### config.mk
export PLATFORM = sky130hd
export DESIGN_NAME = dmem_arbiter
export DESIGN_NICKNAME = d
export VERILOG_FILES = /design/src/rtl/dmem_arb_pkg.sv /design/src/rtl/sat_counter.sv /design/src/rtl/dmem_arbiter.sv
export SDC_FILE = /design/constraint.sdc
export NUM_CORES = 1
export LEC_CHECK = 0
export BUFFER_PORTS_ARGS = -buffer_cell sky130_fd_sc_hd__buf_4
export CAP_MARGIN = 20
export CORE_ASPECT_RATIO = 1.4
export CORE_MARGIN = 10
export CORE_UTILIZATION = 25
export DETAILED_ROUTE_END_ITERATION = 10
export PLACE_DENSITY = 0.65
export SYNTH_ARGS = -nofsm -noshare
export SYNTH_HDL_FRONTEND = slang
export SYNTH_SLANG_ARGS = --single-unit
### constraint.sdc
create_clock -name clk -period 1.59 [get_ports clk]
set_input_delay 0.159 -clock clk [delete_from_list [all_inputs] [get_ports clk]]
set_output_delay 0.159 -clock clk [all_outputs]
set_load 0.01 [all_outputs]
### src/rtl/dmem_arb_pkg.sv
// dmem_arb_pkg: shared types and defaults for the data-memory arbiter
package dmem_arb_pkg;
   localparam int DEF_AW = 16;
   localparam int DEF_DW = 16;
   typedef enum logic [1:0] {OWN_NONE, OWN_CPU, OWN_VGA} owner_e;
   function automatic owner_e read_owner(logic cpu_gnt, logic cpu_we, logic vga_gnt);
      return (cpu_gnt & ~cpu_we) ? OWN_CPU : vga_gnt ? OWN_VGA : OWN_NONE;
   endfunction
endpackage

### src/rtl/sat_counter.sv
// sat_counter: saturating up-counter with clear, flags when it sits at MAX
module sat_counter #(
   parameter int MAX = 8,
   parameter int W   = $clog2(MAX + 1)
) (
   input  logic clk,
   input  logic rst,
   input  logic inc,
   input  logic clr,
   output logic sat
);
   logic [W-1:0] cnt_d, cnt_q;
   always_comb begin
      sat   = cnt_q == W'(MAX);
      cnt_d = clr ? '0 : (inc & ~sat) ? cnt_q + W'(1) : cnt_q;
   end
   always_ff @(posedge clk) begin
      if (rst) cnt_q <= '0;
      else cnt_q <= cnt_d;
   end
endmodule

### src/rtl/dmem_arbiter.sv
// dmem_arbiter: shares single-port DataMem between CPU MEM stage and VGA reader
module dmem_arbiter
   import dmem_arb_pkg::*;
#(
   parameter int AW        = DEF_AW,
   parameter int DW        = DEF_DW,
   parameter int MAX_WAIT  = 8,
   parameter int VGA_BURST = 4
) (
   input  logic          clk,
   input  logic          rst,
   input  logic          cpu_req,
   input  logic          cpu_we,
   input  logic [AW-1:0] cpu_addr,
   input  logic [DW-1:0] cpu_wdata,
   output logic          cpu_gnt,
   output logic          cpu_stall,
   output logic          cpu_rvalid,
   output logic [DW-1:0] cpu_rdata,
   input  logic          vga_req,
   input  logic [AW-1:0] vga_addr,
   output logic          vga_gnt,
   output logic          vga_rvalid,
   output logic [DW-1:0] vga_rdata,
   output logic [AW-1:0] mem_address,
   output logic [DW-1:0] mem_data,
   output logic          mem_wren,
   input  logic [DW-1:0] mem_q
);
   owner_e tag_d, tag_q;
   logic   wait_sat, vga_sat, cpu_win, wait_inc;
   sat_counter #(.MAX(MAX_WAIT)) u_wait (
      .clk(clk), .rst(rst), .inc(wait_inc), .clr(~wait_inc), .sat(wait_sat)
   );
   sat_counter #(.MAX(VGA_BURST)) u_run (
      .clk(clk), .rst(rst), .inc(vga_gnt), .clr(~vga_gnt), .sat(vga_sat)
   );
   // VGA owns contended cycles until the CPU has starved or VGA has hogged its burst
   always_comb begin
      cpu_win     = cpu_req & (~vga_req | wait_sat | vga_sat);
      cpu_gnt     = ~rst & cpu_win;
      vga_gnt     = ~rst & vga_req & ~cpu_win;
      cpu_stall   = cpu_req & ~cpu_gnt;
      wait_inc    = cpu_stall;
      mem_address = cpu_gnt ? cpu_addr : vga_gnt ? vga_addr : '0;
      mem_data    = cpu_gnt ? cpu_wdata : '0;
      mem_wren    = cpu_gnt & cpu_we;
      tag_d       = read_owner(cpu_gnt, cpu_we, vga_gnt);
      cpu_rvalid  = ~rst & (tag_q == OWN_CPU);
      vga_rvalid  = ~rst & (tag_q == OWN_VGA);
      cpu_rdata   = mem_q;
      vga_rdata   = mem_q;
   end
   always_ff @(posedge clk) begin
      if (rst) tag_q <= OWN_NONE;
      else tag_q <= tag_d;
   end
endmodule

# Yosys cells after proc, flatten, opt, wreduce, memory -nomap -nowiden
# Cells that the tools add are included.
[classes]
addsub = 2
eq_ne = 4
n_bitwise = 22
reduce_logical = 3
n_mux = 5
[op_table]
columns = ["operator", "count"]
rows = [
  ["$mux 16", 3],
  ["$and 1x1->1", 11],
  ["$not 1->1", 9],
  ["$reduce_or 2->1", 3],
  ["$add 4x1->4 const B", 1],
  ["$eq 4x4->1 const B", 1],
  ["$add 3x1->3 const B", 1],
  ["$eq 3x3->1 const B", 1],
  ["$eq 2x1->1 const B", 1],
  ["$eq 2x2->1 const B", 1],
  ["$mux 2", 1],
  ["$or 1x1->1", 2],
  ["$mux 1", 1],
]
[word_totals]
elab_cells = 40
input_bits = 69
output_inout_bits = 70
register_bits = 9

# Depth between registers and ports, before layout
# Gate-level depths: netlist of the first run.
[depth]
ltp_word = 9
ltp_mapped = 6
mapped_depth_nobuf = 5

# By module
# A second synthesis of the first run with hierarchy kept.
[unflattened]
cells_unflattened = 126
area_unflattened_um2 = 1101.1
[modules_own_cells]
columns = ["module", "cells_per_inst", "instances", "area_per_inst_um2", "seq_area_each_um2"]
rows = [
  ["dmem_arbiter", 83, 1, 689.4, 40.0],
  ["sat_counter (u_wait)", 25, 1, 224.0, 80.1],
  ["sat_counter (u_run)", 18, 1, 187.7, 60.1],
]

# Worst setup path before layout of the first run
# No wires, ideal clock.
[synth_path]
kind = "register to output"
startpoint = "reg u_wait.cnt_q[0]"
endpoint = "out mem_address[0]"
path_buffers = 1
path_stages_with_launch = 7
required_ps = 1431
arrival_ps = 1464
setup_slack_ps = -33
path_cell_list = "dfxtp_1 > inv_1 > ha_1 > nand3b_4 > a31oi_2 > buf_4 > mux2i_1"
[synth_via]
elab_chain_cells = 8
elab_cells_between_ends = 9
classes_between = "1 x eq/ne; 2 x mux; 6 x bitwise"
[synth_lines]
columns = ["item", "line_no", "source"]
rows = [
  ["from (decl)", "sat_counter.sv:12", "logic [W-1:0] cnt_d, cnt_q;"],
  ["from (signal assigned)", "sat_counter.sv:19", "else cnt_q <= cnt_d;"],
  ["$eq 4x4->1 (*)", "sat_counter.sv:14", "sat = cnt_q == W'(MAX);"],
  ["$or 1x1->1 (*) (2 in a row)", "dmem_arbiter.sv:40", "cpu_win = cpu_req & (~vga_req | wait_sat | vga_sat);"],
  ["$and 1x1->1 (*)", "dmem_arbiter.sv:40", ""],
  ["$not 1->1", "dmem_arbiter.sv:42", "vga_gnt = ~rst & vga_req & ~cpu_win;"],
  ["$and 1x1->1", "dmem_arbiter.sv:42", ""],
  ["$mux 16", "dmem_arbiter.sv:45", "mem_address = cpu_gnt ? cpu_addr : vga_gnt ? vga_addr : '0;"],
  ["$mux 16 (*)", "dmem_arbiter.sv:45", ""],
  ["to (decl)", "dmem_arbiter.sv:25", "output logic [AW-1:0] mem_address,"],
]
# Mark *: on every way between the ends. The rest lies on a longest branch, timed or not.

# Final worst setup path of the first run
[layout_path]
startpoint = "reg u_wait.cnt_q[0]"
endpoint = "out mem_address[9]"
# The elaborated chain is that of the path after synthesis.

==> results.sh, run 1 <==
export IMPL_routabilityCongestion=0.774
export IMPL_hold_ws_ns=0.0820
export IMPL_cap_violations=0
export IMPL_syn_nets=228
export IMPL_area_growth_pct=64.2
export IMPL_netlist_area_mm2=0.00120
export IMPL_dieHeight_um=102
export IMPL_p_leak_nw=0.931
export IMPL_total_power_w=0.000861
export IMPL_vias=1183
export IMPL_initial_core_util_pct=26.2
export IMPL_synth_warnings=0
export IMPL_postRouteAntennaNets=0
export IMPL_violations="negative setup slack"
export IMPL_avgViaCountPerCell=4.14
export IMPL_drive_gt1_share_pct=61.6
export IMPL_grt_pass1_vias=1263
export IMPL_grt_ovfl_total=0
export IMPL_final_cell_mix="buf_4 (97), nand2b_1 (18), nand2_1 (17)"
export IMPL_finalCritPeriodShare_pct=115
export IMPL_timing_fmax_ghz=0.547
export IMPL_placementRows=29
export IMPL_drt_wl_total_mm=4.06
export IMPL_slew_viol_final=0
export IMPL_avgRoutedWirePerCell_um=14.2
export IMPL_hpwl_mm=3.29
export IMPL_path_max_fanout=8
export IMPL_setup_slack_ns=-0.239
export IMPL_grt_usage_pct=9.50
export IMPL_num_antenna_cells=0
export IMPL_hold_viol_final=0
export IMPL_setup_tns_ns=-6.04
export IMPL_period_minus_slack_ns=1.83
export IMPL_die_x_um=78.5
export IMPL_comb_power_share_pct=41.9
export IMPL_drt_iter0_markers=14
export IMPL_dieArea_mm2=0.00799
export IMPL_reg2reg_depth=9
export IMPL_clkPwrFrac_pct=30.7
export IMPL_grt_setup_unrepaired="yes"
export IMPL_seqPwrFrac_pct=27.4
export IMPL_yosysTopAreaCell="buf_4"
export IMPL_placed_area_mm2=0.00183
export IMPL_hold_path_depth=2
export IMPL_cts_tree="done"
export IMPL_cts_num_sinks=9
export IMPL_hold_class="input port to register"
export IMPL_synth_seq_area_share_pct=15.1
export IMPL_cts_made_buffers=3
export IMPL_coreArea_mm2=0.00457
export IMPL_port_buffers=90
export IMPL_avgSynthCellArea_um2=7.72
export IMPL_worstPathRequired_ns=1.43
export IMPL_clock_latency_ns=0.23
export IMPL_max_slew_worst_pin_slew_ns=0.267
export IMPL_final_common_cell="buf_4"
export IMPL_fin_area_mm2=0.00196
export IMPL_cp_end_kind="output port"
export IMPL_p_switching_w=0.000232
export IMPL_final_nets=298
export IMPL_relSlewSlack_pct=82.3
export IMPL_arrival_ns=1.67
export IMPL_antenna_found_initial=0
export IMPL_clk_path_buf_depth=2
export IMPL_p_int_w=0.000629
export IMPL_critPathLaunchType="register"
export IMPL_root_buffer="clkbuf_8"
export IMPL_syn_instance_count=155
export IMPL_synth_seq_cells=9
export IMPL_skew_ns=0.00211
export IMPL_drc=0
export IMPL_synth_area_leaders="buf_4 (21%), dfxtp_1 (15%), mux2i_1 (14%), nand2b_1 (9.4%), and2_1 (8.9%)"
export IMPL_htree_levels=1
export IMPL_power_density_mw_per_mm2=438
export IMPL_finalSetupViolations=35
export IMPL_synth_cell_type_count=28
export IMPL_synth_top_area_share_pct=21.3
export IMPL_cts_hold_buf=0
export IMPL_worst_ir_drop_vdd_v=0.000630
export IMPL_clk_pin_slew_ns=0.04
export IMPL_outcome="complete, but fails checks"
export IMPL_crit_type="register to output port"
export IMPL_swShare_pct=27.0
export IMPL_drt_pass1_iterations=2
export IMPL_grt_max_degree=24
export IMPL_grt_pass1_wl_mm=6.18
export IMPL_io_pins=139
==> synthesized netlist by cell type (all sizes together) <==
cell and instances:
a311oi 1, xnor2 2, mux2i 17, nand3b 3
nor3 3, nand2b 18, nand4 1, nand3 1
a31oi 2, dfxtp 9, nand2 18, and2 17
nor3b 2, ha 4, o21ai 1, nor2 5
a21oi 2, xor2 1, nor2b 3, clkbuf 3
inv 6, buf 36
==> routing by layer <==
metal | up-vias | wire length, um | track usage [%] | share of wire, %
li1 | 598 | - | - | -
met1 | 535 | 1290 | 8.53 | 32
met2 | 36 | 2430 | 19.3 | 60
met3 | 14 | 251 | 2.11 | 6.2
met4 | 0 | 91 | 4.56 | 2.2
met5 | - | 0 | 0 | 0
==> final timing paths <==
path	start	endpoint	slack, ns
worst min-delay path	cpu_we	tag_q[0]$_SDFF_PP0_	0.08
worst max-delay path	u_wait.cnt_q[0]$_SDFFE_PP0P_	mem_address[9]	-0.24
worst max register to register	u_wait.cnt_q[1]$_SDFFE_PP0P_	u_run.cnt_q[1]$_SDFFE_PP0P_	0.11
worst min register to register	u_wait.cnt_q[2]$_SDFFE_PP0P_	u_wait.cnt_q[2]$_SDFFE_PP0P_	0.51
==> through the flow <==
stage               worst slack (ns)  util [%]  cells
finish                        -0.239      43.0    286
global route                  -0.338      43.0    286
CTS                           -0.246      43.3    287
detailed placement           -0.0570      40.0    278
global placement             -0.0233      40.0    278
floorplan                   -0.00201         -    155
==> registers in the layout (all words and copies together) (netlist names) <==
register and flops:
tag_q 2, u_wait.cnt_q 4, u_run.cnt_q 3
==> worst max-delay path: stages (launching register included) <==
cell      delay, ns
dfxtp_2        0.32
inv_2          0.06
ha_4           0.15
nand3b_4       0.11
a31oi_4        0.17
buf_6          0.13
buf_12         0.14
mux2i_2        0.22
buf_4          0.15
==> logic make-up (layout without fill, tap and decap cells) <==
logic type	after synthesis	in the layout	share of synthesized area, %
compound gates	6	6	5.02
xor+xnor	3	3	2.20
fa+ha+maj	4	4	4.18
buf+inv	45	114	25.6
flops	9	9	15.1
mux	17	17	14.2
simple gates	71	71	33.7
==> power groups by stage <==
stage	logic (W)	registers, W	clock network (W)
final	0.000360	0.000236	0.000265
after global placement	0.000339	0.000238	0
after CTS	0.000372	0.000236	0.000270
after floorplan	0.000233	0.000239	0
after detailed placement	0.000344	0.000239	0
after global routing	0.000390	0.000236	0.000290
==> cell type report <==
type                    instances  area (um2)
flip-flops and latches          9         185
repair buffers                104         825
clock buffers                   4        45.0
multi-input cells             101         810
well taps                      62        77.6
inverters                       6        22.5
fillers                       488        2610
==> timing repair <==
item | CTS | global route
cloned | 1 | 0
hold endpoints to repair | 0 | 0
setup endpoints to repair | 36 | 36
pin swaps | 4 | 1
resized for setup | 17 | 4
setup buffers | 4 | 1
Power figures use the tool's default switching activity.
==> inputs of run 2 (changes only) <==
- BUFFER_PORTS_ARGS: -buffer_cell sky130_fd_sc_hd__buf_4 -> unset
- CAP_MARGIN: 20 -> 5
- DONT_BUFFER_PORTS: unset -> 1
- PLACE_DENSITY: 0.65 -> 0.39
- TNS_END_PERCENT: unset -> 50
==> run 2 against run 1 <==
Wire length shrank 9.5%. The run still ends with negative setup slack left. Non-clock buffer count shrank 87. Sequential power is essentially flat. Clock power is 2% higher. Combinational power fell by 34%. Worst setup slack better by 0.022 ns. Cell count down 30%. Total power down 14%.
==> results.sh, run 2 (synthesis gave the netlist of run 1 again) <==
export IMPL_outcome="complete, but fails checks"
export IMPL_violations="negative setup slack"
export IMPL_antenna_found_initial=0
export IMPL_crit_type="register to output port"
export IMPL_grt_pass1_wl_mm=5.55
export IMPL_root_buffer="clkbuf_8"
export IMPL_cp_end_kind="output port"
export IMPL_grt_setup_unrepaired="yes"
export IMPL_min_from="vga_req"
export IMPL_placementRows=29
export IMPL_cts_num_sinks=9
export IMPL_regMostFlops="u_wait.cnt_q"
export IMPL_clk_pin_slew_ns=0.05
export IMPL_reg_top3="u_wait.cnt_q: 4 flops, u_run.cnt_q: 3 flops, tag_q: 2 flops"
export IMPL_dieHeight_um=102
export IMPL_post_route_util_pct=31.5
export IMPL_drt_iter0_markers=21
export IMPL_slew_viol_final=0
export IMPL_drt_pass1_iterations=4
export IMPL_finalCritPeriodShare_pct=114
export IMPL_power_density_mw_per_mm2=514
export IMPL_postRouteAntennaNets=0
export IMPL_setup_slack_ns=-0.217
export IMPL_initial_core_util_pct=26.2
export IMPL_clock_latency_ns=0.24
export IMPL_drt_wl_total_mm=3.68
export IMPL_grt_pass1_vias=991
export IMPL_cts_made_buffers=3
export IMPL_avgRoutedWirePerCell_um=18.5
export IMPL_vias=915
export IMPL_reg2reg_depth=7
export IMPL_largest_register_ff_count=4
export IMPL_cp_cell_sequence="inv_2, ha_4, nand3b_4, a31oi_4, clkbuf_16, mux2i_4"
export IMPL_grt_usage_pct=8.62
export IMPL_cp_top_family="flip-flops"
export IMPL_worstHoldEndpoint="u_wait.cnt_q[1]$_SDFFE_PP0P_"
export IMPL_p_leak_nw=0.521
export IMPL_hold_path_depth=2
export IMPL_worst_ir_drop_vdd_v=0.000384
export IMPL_path_max_fanout=8
export IMPL_area_growth_pct=20.4
export IMPL_grt_ovfl_total=0
export IMPL_cpMaxStageDelayCell="dfxtp_2"
export IMPL_avgViaCountPerCell=4.60
export IMPL_hold_class="input port to register"
export IMPL_final_cell_mix="nand2b_1 (18), and2_4 (17), nand2_1 (17)"
export IMPL_finalSetupViolations=34
export IMPL_drive_gt1_share_pct=48.2
export IMPL_timing_fmax_ghz=0.553
export IMPL_die_x_um=78.5
export IMPL_coreArea_mm2=0.00457
export IMPL_dieArea_mm2=0.00799
export IMPL_pre_cts_ws_ns=-0.0203
export IMPL_critical_path_max_stage_delay_ns=0.32
export IMPL_worst_path_buf_inv=2
export IMPL_final_nets=211
export IMPL_num_antenna_cells=0
export IMPL_drc=0
export IMPL_cts_tree="done"
export IMPL_io_pins=139
export IMPL_rr_startpoint="u_wait.cnt_q[0]$_SDFFE_PP0P_"
export IMPL_grt_max_degree=24
export IMPL_cap_violations=0
export IMPL_relSlewSlack_pct=70.6
export IMPL_r2r_slack_ns=0.18
export IMPL_arrival_ns=1.65
export IMPL_htree_levels=1
export IMPL_clk_path_buf_depth=2
export IMPL_skew_ns=0.00511
export IMPL_routabilityCongestion=0.756
export IMPL_r2r_end="tag_q[0]$_SDFF_PP0_"
export IMPL_critPathLaunchType="register"
export IMPL_hpwl_mm=2.95
export IMPL_port_buffers=0
export IMPL_final_common_cell="nand2b_1"
export IMPL_worstPathRequired_ns=1.43
export IMPL_hold_viol_final=0
export IMPL_period_minus_slack_ns=1.81
export IMPL_max_slew_worst_pin_slew_ns=0.439
## run 2: changes by cell type in the layout (fill, tap and decap cells not counted)
| cell | before | now |
|---|---|---|
| nor2_1 | 5 | 4 |
| dlygate4sd3_1 | 0 | 1 |
| and2_1 | 15 | 0 |
| buf_4 | 97 | 13 |
| mux2i_4 | 0 | 10 |
| clkbuf_16 | 0 | 1 |
| nor2_2 | 0 | 1 |
| and2_4 | 2 | 17 |
| mux2i_2 | 15 | 5 |
| buf_6 | 5 | 0 |
## run 2: how the worst max path moves through the flow
stage                                       from         endpoint  slack (ns)  cells after the start
global placement    u_wait.cnt_q[0]$_SDFFE_PP0P_  mem_address[15]        0.01                      7
detailed placement  u_wait.cnt_q[0]$_SDFFE_PP0P_  mem_address[15]       -0.02                      7
global route        u_wait.cnt_q[0]$_SDFFE_PP0P_   mem_address[5]       -0.29                      6
floorplan           u_wait.cnt_q[0]$_SDFFE_PP0P_     mem_data[10]      -0.002                      6
CTS                 u_wait.cnt_q[1]$_SDFFE_PP0P_  mem_address[15]       -0.23                      7
finish              u_wait.cnt_q[0]$_SDFFE_PP0P_   mem_address[7]       -0.22                      6
## run 2: where the power goes
| group | switching, W | leakage (nW) | internal (W) |
|---|---|---|---|
| Clock | 0.0000936 | 0.0228 | 0.000175 |
| Combinational | 0.000119 | 0.423 | 0.000118 |
| Sequential | 0.00000301 | 0.0749 | 0.000233 |
## run 2: final cells by class
cell class,count,area (um2)
Clock buffer,4,45.0
Timing Repair Buffer,17,173
Tap cell,62,77.6
Sequential cell,9,185
Inverter,6,22.5
Multi-Input combinational cell,101,937
Fill cell,474,3130
## run 2: metal layers
metal / track usage [%] / up-vias / share of wire [%] / routed length [um]
li1: - / 429 / - / -
met1: 7.91 / 398 / 37 / 1350
met2: 15.4 / 82 / 49 / 1820
met3: 4.39 / 6 / 12 / 440
met4: 4.43 / 0 / 1.7 / 63
met5: 0 / - / 0 / 0
## run 2: through the flow
stage | TNS [ns] | power (W) | hold WS, ns | cell area, um2 | std cells
final | -6.41 | 0.000741 | 0.145 | 1440 | 199
after global routing | -8.66 | 0.000774 | 0.168 | 1440 | 199
after CTS | -5.10 | 0.000746 | 0.153 | 1420 | 198
after detailed placement | -0.0229 | 0.000422 | 0.234 | 1170 | 190
after global placement | 0 | 0.000419 | 0.231 | 1170 | 190
after floorplan | -0.0181 | 0.000473 | 0.231 | 1270 | 155
## run 2: repair_timing
action,4_1_cts,5_1_grt
cloned,1,0
hold buffers,1,0
hold endpoints to repair,1,0
pin swaps,19,3
resized for setup,39,4
setup endpoints to repair,35,36
setup buffers,2,1
==> inputs of run 3 (changes only) <==
- ABC_AREA: unset -> 1
- CORE_ASPECT_RATIO: 1.4 -> 1.1
==> run 3 against run 2 <==
The run still ends with negative setup slack left. Wire length fell by 0.16%. Die area down 9.6%. Clock skew is 0.0036 ns lower. Combinational power decreased by 3%. Flip-flop and latch count did not move. Synthesized cell count is 14% higher. Clock-buffer cell count stayed put. Critical endpoint unchanged. Largest power group unchanged.
==> results.sh, run 3 <==
export IMPL_multi_input_area_um2=811
export IMPL_synth_edff_count=0
export IMPL_clkPwrFrac_pct=35.7
export IMPL_slew_viol_final=0
export IMPL_worstPathRequired_ns=1.43
export IMPL_routabilityCongestion=0.694
export IMPL_dieArea_mm2=0.00723
export IMPL_hold_class="input port to register"
export IMPL_timing_fmax_ghz=0.579
export IMPL_drt_iter0_markers=9
export IMPL_worst_ir_drop_vdd_v=0.000423
export IMPL_hold_viol_final=0
export IMPL_drt_wl_total_mm=3.67
export IMPL_htree_levels=1
export IMPL_netlist_area_mm2=0.00106
export IMPL_seqPwrFrac_pct=32.6
export IMPL_coreArea_mm2=0.00402
export IMPL_synth_seq_area_share_pct=17.1
export IMPL_synth_cell_type_count=22
export IMPL_initial_core_util_pct=26.2
export IMPL_io_pins=139
export IMPL_cpMaxStageDelayCell="dfxtp_2"
export IMPL_drive_gt1_share_pct=57.4
export IMPL_setup_tns_ns=-3.95
export IMPL_area_growth_pct=37.4
export IMPL_cp_top_family="simple AND/OR/NAND/NOR gates"
export IMPL_avgRoutedWirePerCell_um=16.6
export IMPL_syn_nets=250
export IMPL_r2r_slack_ns=-0.09
export IMPL_vias=1001
export IMPL_p_leak_nw=0.707
export IMPL_num_antenna_cells=0
export IMPL_synth_warnings=0
export IMPL_finalSetupViolations=37
export IMPL_comb_power_share_pct=31.7
export IMPL_final_nets=243
export IMPL_cp_cell_sequence="inv_2, ha_4, nand2_4, nor2_4, nor2_4, inv_2, nand2_2, nand3_4, inv_8, nand2_2, nand2_2"
export IMPL_fill_cells=423
export IMPL_post_synth_top_count_cell="nand2_1"
export IMPL_arrival_ns=1.57
export IMPL_critPathLaunchType="register"
export IMPL_seqCellArea_um2=185
export IMPL_cap_violations=0
export IMPL_setup_slack_ns=-0.137
export IMPL_clk_path_buf_depth=2
export IMPL_grt_ovfl_total=0
export IMPL_grt_setup_unrepaired="yes"
export IMPL_power_density_mw_per_mm2=501
export IMPL_synth_area_leaders="buf_4 (23%), nand2_1 (20%), dfxtp_1 (17%), inv_1 (9.6%), nor2_1 (7.8%)"
export IMPL_finalCritPeriodShare_pct=109
export IMPL_antenna_found_initial=0
export IMPL_synth_top_area_share_pct=22.7
export IMPL_outcome="complete, but fails checks"
export IMPL_grt_max_degree=18
export IMPL_p_int_w=0.000497
export IMPL_worst_path_buf_inv=3
export IMPL_grt_pass1_vias=1111
export IMPL_avgSynthCellArea_um2=5.97
export IMPL_avgViaCountPerCell=4.53
export IMPL_skew_ns=0.00156
export IMPL_final_cell_mix="inv_1 (23), nand2_2 (22), nand2_1 (22)"
export IMPL_synth_seq_cells=9
export IMPL_drt_pass1_iterations=3
export IMPL_syn_instance_count=177
export IMPL_placementRows=24
export IMPL_clock_latency_ns=0.23
export IMPL_post_route_util_pct=36.1
export IMPL_critical_path_max_stage_delay_ns=0.33
export IMPL_violations="negative setup slack"
export IMPL_cp_end_kind="output port"
export IMPL_clk_pin_slew_ns=0.04
export IMPL_cts_made_buffers=3
export IMPL_max_slew_worst_pin_slew_ns=0.423
export IMPL_dieHeight_um=88.2
export IMPL_yosys_top_cells_count="nand2_1 (55), buf_4 (32), inv_1 (27), nor2_1 (22), dfxtp_1 (9)"
export IMPL_largest_register_ff_count=4
export IMPL_port_buffers=0
export IMPL_reg_top3="u_wait.cnt_q: 4 flops, u_run.cnt_q: 3 flops, tag_q: 2 flops"
export IMPL_root_buffer="clkbuf_8"
export IMPL_yosysTopAreaCell="buf_4"
export IMPL_grt_usage_pct=9.11
export IMPL_async_flop_share_pct=0
export IMPL_relSlewSlack_pct=71.6
export IMPL_cts_tree="done"
export IMPL_regMostFlops="u_wait.cnt_q"
export IMPL_cts_num_sinks=9
export IMPL_period_minus_slack_ns=1.73
export IMPL_hpwl_mm=2.76
export IMPL_path_common_cell="nand2_2"
export IMPL_synth_top_flop_cell="dfxtp_1"
export IMPL_crit_type="register to output port"
export IMPL_drc=0
export IMPL_final_common_cell="inv_1"
export IMPL_die_x_um=82.0
export IMPL_path_max_fanout=8
export IMPL_postRouteAntennaNets=0
export IMPL_grt_pass1_wl_mm=5.24
export IMPL_p_switching_w=0.000231
export IMPL_swShare_pct=31.7
==> run 3: cell type report <==
type,instances,area share [%]
repair inverters,2,1.21
clock buffers,4,3.10
repair buffers,21,13.4
well taps,52,4.48
inverters,30,9.14
flip-flops and latches,9,12.8
multi-input cells,103,55.9
==> run 3: cells by family after synthesis <==
kind of cell / Yosys count / synth area share [%]
simple gates: 88 / 34.8
buf+inv: 65 / 36.6
flops: 9 / 17.1
compound gates: 8 / 4.27
fa+ha+maj: 4 / 4.74
xor+xnor: 3 / 2.49
==> run 3: final timing paths <==
path / cells past startpoint / from / end
worst min register to register: 2 / u_run.cnt_q[2]$_SDFFE_PP0P_ / u_run.cnt_q[1]$_SDFFE_PP0P_
worst max register to register: 12 / u_run.cnt_q[0]$_SDFFE_PP0P_ / u_wait.cnt_q[2]$_SDFFE_PP0P_
worst max-delay path: 11 / u_wait.cnt_q[0]$_SDFFE_PP0P_ / mem_address[7]
worst min-delay path: 4 / cpu_req / u_wait.cnt_q[2]$_SDFFE_PP0P_
==> run 3: stage by stage <==
stage,area (um2),setup WS [ns],hold slack (ns),power (W),cells
5_1_grt,1450,-0.253,0.206,0.000784,221
4_1_cts,1350,-0.186,0.147,0.000729,220
2_1_floorplan,1080,0.0200,0.231,0.000431,177
3_3_place_gp,952,0.0502,0.232,0.000375,204
6_report,1450,-0.137,0.198,0.000728,221
3_5_place_dp,952,-0.00136,0.233,0.000379,204
==> run 3: timing repair <==
| action | 4_1_cts | 5_1_grt |
|---|---|---|
| setup endpoints to repair | 36 | 41 |
| resized for setup | 75 | 25 |
| hold endpoints to repair | 1 | 0 |
| gates cloned | 3 | 0 |
| hold buffers | 1 | 0 |
| setup buffers | 8 | 1 |
| pin swaps | 15 | 21 |
==> run 3: worst min-delay path, cell delays in order <==
cell and delay (ns):
inv_1 0.06, a211oi_2 0.04, nand2_1 0.07, a21oi_2 0.05
==> run 3: power by group through the flow <==
| stage | Sequential, W | Clock, W | Combinational [W] |
|---|---|---|---|
| floorplan | 0.000240 | 0 | 0.000191 |
| global placement | 0.000239 | 0 | 0.000136 |
| detailed placement | 0.000240 | 0 | 0.000139 |
| CTS | 0.000237 | 0.000275 | 0.000216 |
| global route | 0.000237 | 0.000292 | 0.000255 |
| finish | 0.000237 | 0.000260 | 0.000231 |
==> run 3: metal layers <==
metal,track usage (%),vias to the layer above,wire [um]
li1,-,471,-
met1,7.40,432,964
met2,16.2,80,1920
met3,5.53,18,675
met4,5.73,0,113
met5,0,-,0
